### config.mk
export PLATFORM = sky130hd
export DESIGN_NAME = mux_sel_rr_arbiter
export DESIGN_NICKNAME = d
export VERILOG_FILES = /design/src/rtl/mux_sel_rr_arbiter_pkg.sv /design/src/rtl/mux_8x1.sv /design/src/rtl/mux_sel_rr_arbiter.sv
export SDC_FILE = /design/constraint.sdc
export NUM_CORES = 1
export LEC_CHECK = 0
export CAP_MARGIN = 0
export CORE_MARGIN = 3
export CORE_UTILIZATION = 30
export CTS_BUF_LIST = sky130_fd_sc_hd__clkbuf_8
export DETAILED_ROUTE_END_ITERATION = 16
export DONT_BUFFER_PORTS = 1
export PLACE_DENSITY_LB_ADDON = 0.25
export SYNTH_ARGS = -nofsm -noshare
export SYNTH_HDL_FRONTEND = slang
export SYNTH_HIERARCHICAL = 1
export SYNTH_SLANG_ARGS = --single-unit
export TNS_END_PERCENT = 30
### constraint.sdc
create_clock -name clk -period 5.9 [get_ports clk]
set_clock_uncertainty 0.2 [all_clocks]
set_input_delay 1.18 -clock clk [delete_from_list [all_inputs] [get_ports clk]]
set_output_delay 1.18 -clock clk [all_outputs]
set_load 0.1 [all_outputs]
### src/rtl/mux_sel_rr_arbiter_pkg.sv
// Shared types and the round-robin search for the 8-way select arbiter.
package mux_sel_rr_arbiter_pkg;

  localparam int N_REQ = 8;
  localparam int SEL_W = 3;

  typedef enum logic {
    IDLE  = 1'b0,
    GRANT = 1'b1
  } arb_state_e;

  // Returns {found, index} of the first set request at or after start, wrapping.
  // Scanning from the far end down lets the nearest hit win the last assignment.
  function automatic logic [SEL_W:0] rr_pick(input logic [N_REQ-1:0] req,
                                             input logic [SEL_W-1:0] start);
    logic [SEL_W:0]   res;
    logic [SEL_W-1:0] idx;
    res = '0;
    for (int i = N_REQ - 1; i >= 0; i--) begin
      idx = start + SEL_W'(i);
      if (req[idx]) res = {1'b1, idx};
    end
    return res;
  endfunction

endpackage

### src/rtl/mux_8x1.sv
// Plain 8-to-1 single-bit multiplexer.
module mux_8x1 (
  input  logic [7:0] i,
  input  logic [2:0] s,
  output logic       y
);

  assign y = i[s];

endmodule

### src/rtl/mux_sel_rr_arbiter.sv
// Round-robin arbiter with bounded bursts; the granted requester's data bit
// is steered to y through an 8:1 mux.
module mux_sel_rr_arbiter
  import mux_sel_rr_arbiter_pkg::*;
#(
  parameter int BURST_MAX = 4
) (
  input  logic             clk,
  input  logic             rst_n,
  input  logic [N_REQ-1:0] req,
  input  logic [N_REQ-1:0] d,
  output logic [N_REQ-1:0] gnt,
  output logic [SEL_W-1:0] s,
  output logic             valid,
  output logic             y
);

  localparam logic [3:0] BURST_LIM = 4'(BURST_MAX);

  arb_state_e       state_p0, state_nxt;
  logic [SEL_W-1:0] ptr_p0, ptr_nxt;
  logic [3:0]       cnt_p0, cnt_nxt;
  logic [SEL_W-1:0] s_nxt;
  logic [N_REQ-1:0] gnt_nxt;
  logic [SEL_W-1:0] start;
  logic [SEL_W:0]   pick;
  logic             rearb;
  logic             raw;

  assign pick = rr_pick(req, start);

  always_comb begin
    state_nxt = state_p0;
    ptr_nxt   = ptr_p0;
    cnt_nxt   = cnt_p0;
    s_nxt     = s;
    start     = ptr_p0;
    rearb     = 1'b0;

    if (state_p0 == IDLE) begin
      rearb = 1'b1;
    end else if (req[s] && (cnt_p0 < BURST_LIM)) begin
      cnt_nxt = cnt_p0 + 4'd1;
    end else begin
      // Burst spent or holder dropped: search starts just past the holder.
      start = s + SEL_W'(1);
      rearb = 1'b1;
    end

    if (rearb) begin
      if (pick[SEL_W]) begin
        state_nxt = GRANT;
        s_nxt     = pick[SEL_W-1:0];
        cnt_nxt   = 4'd1;
        ptr_nxt   = pick[SEL_W-1:0] + SEL_W'(1);
      end else begin
        state_nxt = IDLE;
        s_nxt     = '0;
        cnt_nxt   = '0;
      end
    end

    gnt_nxt = (state_nxt == GRANT) ? (N_REQ'(1) << s_nxt) : '0;
  end

  always_ff @(posedge clk or negedge rst_n) begin
    if (!rst_n) begin
      state_p0 <= IDLE;
      ptr_p0   <= '0;
      cnt_p0   <= '0;
      s        <= '0;
      gnt      <= '0;
    end else begin
      state_p0 <= state_nxt;
      ptr_p0   <= ptr_nxt;
      cnt_p0   <= cnt_nxt;
      s        <= s_nxt;
      gnt      <= gnt_nxt;
    end
  end

  assign valid = (state_p0 == GRANT);

  mux_8x1 u_mux (
    .i (d),
    .s (s),
    .y (raw)
  );

  assign y = raw & valid;

endmodule

==> summary.md <==
* 0.49 ns — delay of the slowest cell on the worst path
* 0 — input/output buffers
* mux2_2 — most frequent CP cell
* 0 — antenna-violating nets left
* 0 — final number of max-transition violations
* 18.5% — post-synthesis share of cell area spent on and, or, nand and nor gates
* 0.833 — GPL Wtd Cong
* completed — result of the run
* mux2i_1 — leading cell type in the layout, fill and taps excluded
* 0 — GRT overflow
* 0.25 ns — clock latency at the later pin of the worst-skew pair
* 684 — Filler Cells Inserted
* 19 — number of clock sinks
* mux4_2 -> mux2i_4 -> o31ai_4 -> mux2_2 -> ha_1 -> inv_1 -> and4b_1 -> a2111oi_0 -> nand3_1 -> mux2_2 -> mux2_2 -> o41ai_1 -> or3_1 -> nand2b_1 -> ha_1 -> mux2_2 — series of cell instances along the critical path
* 1716 — detailed-route via count
* dfrtp_1 — largest area contributor in the synthesized netlist
* 1664 — via count of the first global-routing pass
* 19.9% — share of post-route cells with drive strength above 1
* 0 — diode insertion count for antenna repair
* 25 — pin count of the biggest net entering global routing
* 89.3 um — overall die width
* 29 — Placement Rows
* 5.38 ns — data arrival time of the worst path
* multiplexers — Worst path top cell family by delay
* mux4_2 — worst-path cell with the longest stage delay
* 223 — Syn Inst Count
* 22.9% — top cell type's share of synthesized area
* 2080 um^2 — cell area after technology mapping
* 3.31% — xor and xnor area share after synthesis
* 0 — cts-stage hold buffer count
* 6 — worst-path maximum fanout
* 0 — number of antenna violations at the first check in global routing
* 14.5% — Total GRT Usage
* 6530 um^2 — Placeable Area
* 0 — final setup fails
* 5.53 mm — drt total wl
* 1 — buffers and inverters on the worst path
* 0 — DRC viols
* input pin — element type at the critical path start
* 3.01% — adder and majority gate portion of the synthesized area
* 6 — number of synthesis warnings
* 100% — share of flip-flops with an asynchronous set or reset after synthesis
* 19 — Seq cells post-synth
* 4 — count of TritonRoute iterations in the first routing pass
* in2reg — Worst Setup Path Type
* 8.90 mm — global-route wire length before repair
* yes — clock tree from TritonCTS
* 9.33 um^2 — syn avg cell area
* 89.3 um — chip height
* 5.66 — average via count per standard cell
* 0 — number of setup buffers added after CTS
* 92.2% — post-route fraction of the period consumed by the critical path
* 246 — number of nets in the synthesized netlist
* dfrtp_1, mux2i_1, mux2_2, mux2i_4, nor2_1 — cell types occupying the most area after synthesis
* 2 — maximum count of clock buffers along a single path
* 2200 um^2 — placed cell area
* 5.44 ns — min cycle time layout
* 7970 um^2 — DIE AREA
* 5.84 ns — required time at the worst-slack endpoint
* multiplexers — dominant combinational cell family by area after synthesis
* 0 — number of violations of the max-capacitance limit
* 36.7% — Max-slew headroom
* 31.9% — effective utilization at floorplan
* no — unrepaired setup endpoints after global routing
* flip-flop — type of element capturing the critical path
* mux2i_1, nor2_1, dfrtp_1, nor3_1, mux2_2 — leading cell types in the layout, fill and taps excluded
* 0.956 ns — transition time at the pin with the least slew margin
* 32.7% — portion of netlist area occupied by mux cells
* 3 — clock buffer count from CTS
* 100 — initial detailed-routing violation count
* 0 — number of hold violations in the final report
* 31 — number of top-level pins
* 22.9% — sequential fraction of the synthesis area
* 250 — Nets
* 299 — placed cells
* 184 MHz — highest achievable clock rate
* 0.07 ns — clock-pin transition on the worst setup and hold timing paths
* 8.06% — area added between synthesis and finish
* 54 — number of distinct library cell variants in the gate-level netlist after synthesis
* dfrtp_1 — most frequently used flop master after synthesis
* 4.39 mm — sum of net half-perimeters after detailed placement
* 0 ns — setup TNS
* 303 — filler-free cell count of the finished design
* clkbuf_8 — library cell used as clock root buffer
* 1 — H-Tree Depth
* 16.2% — area fraction in compound gates after synthesis
* 2250 um^2 — Non-Filler Cell Area, Final
* 0 — number of resized instances in the post-cts repair step
* 18.3 um — Routed WL per cell
* reg2reg — type of the tightest min-delay check
* 0 — number of synthesized flops with an enable pin
==> worst reg2reg max path, cell delays in order (launching register included) <==
cell,delay (ns)
dfrtp_2,0.42
mux4_2,0.56
mux2i_4,0.28
o31ai_4,0.12
mux2_2,0.28
ha_1,0.25
inv_1,0.13
and4b_1,0.20
a2111oi_0,0.30
nand3_1,0.25
mux2_2,0.35
mux2_2,0.29
o41ai_1,0.46
or3_1,0.17
nand2b_1,0.08
ha_1,0.29
mux2_2,0.26
==> synthesized netlist by cell type, types with 3 or more instances <==
| cell | instances |
|---|---|
| inv_1 | 5 |
| ha_1 | 5 |
| mux2_2 | 14 |
| xnor2_1 | 3 |
| mux4_2 | 3 |
| nand3_1 | 6 |
| nor2_1 | 22 |
| clkbuf_1 | 7 |
| dfrtp_1 | 19 |
| mux2i_1 | 27 |
| nand2_1 | 6 |
| a211oi_1 | 3 |
| a2111oi_0 | 3 |
| nand2b_1 | 5 |
| xor2_1 | 3 |
| mux2i_4 | 4 |
| nor3_1 | 15 |
| mux2i_2 | 3 |
| o21ai_0 | 10 |
| and2_1 | 6 |
| a21oi_1 | 5 |
==> area by class of cell <==
| class | count | area, um^2 | share of cell area [%] |
|---|---|---|---|
| multi-input combinational | 187 | 1540 | 68.3 |
| clock inverter | 1 | 5.00 | 0.223 |
| tap | 77 | 96.3 | 4.28 |
| inverter | 7 | 26.3 | 1.17 |
| clock buffer | 3 | 41.3 | 1.84 |
| sequential | 19 | 477 | 21.2 |
| timing repair buffer | 9 | 67.6 | 3.01 |
==> final timing paths <==
kind                                 from         to  slack, ns  depth (start not counted)
min in group asynchronous           rst_n     gnt[0]       0.41                          0
max in group asynchronous           rst_n       s[0]       5.00                          0
worst min-delay path            cnt_p0[0]  cnt_p0[0]       0.26                          1
worst max-delay path               req[3]  ptr_p0[1]       0.46                         16
worst min register to register  cnt_p0[0]  cnt_p0[0]       0.26                          1
worst max register to register       s[0]  ptr_p0[1]       0.91                         16
==> metrics by stage <==
stage | worst slack [ns] | hold WS (ns) | utilization [%]
after floorplan | 0.00256 | 0.236 | -
after global placement | 0.275 | 0.261 | 33.7
after detailed placement | 0.233 | 0.266 | 33.7
after CTS | 0.485 | 0.274 | 34.4
after global routing | 0.132 | 0.313 | 34.4
final | 0.460 | 0.262 | 34.4
==> per-layer routing <==
layer  vias up  part of all wire [%]  global-route usage, %
li1        850                     -                      -
met1       825                    49                   21.0
met2        37                    45                   23.0
met3         4                   5.3                   2.49
met4         0                  0.72                   2.03
met5         -                     0                      0
==> cell families after synthesis <==
kind of cell             after synthesis
XOR/XNOR                               7
multiplexers                          53
adder cells (fa/ha/maj)                5
AO/OA/AOI/OAI                         46
other                                  1
AND/OR/NAND/NOR                       75
flip-flops                            19
buffers and inverters                 17
==> flip-flops by register name, indices dropped and copies added, names as in the netlist <==
name	count
cnt_p0	4
gnt	8
valid	1
s	3
ptr_p0	3
Power is not shown: default switching activity piles up to over one toggle a cycle in this logic, so the estimate is an artifact.
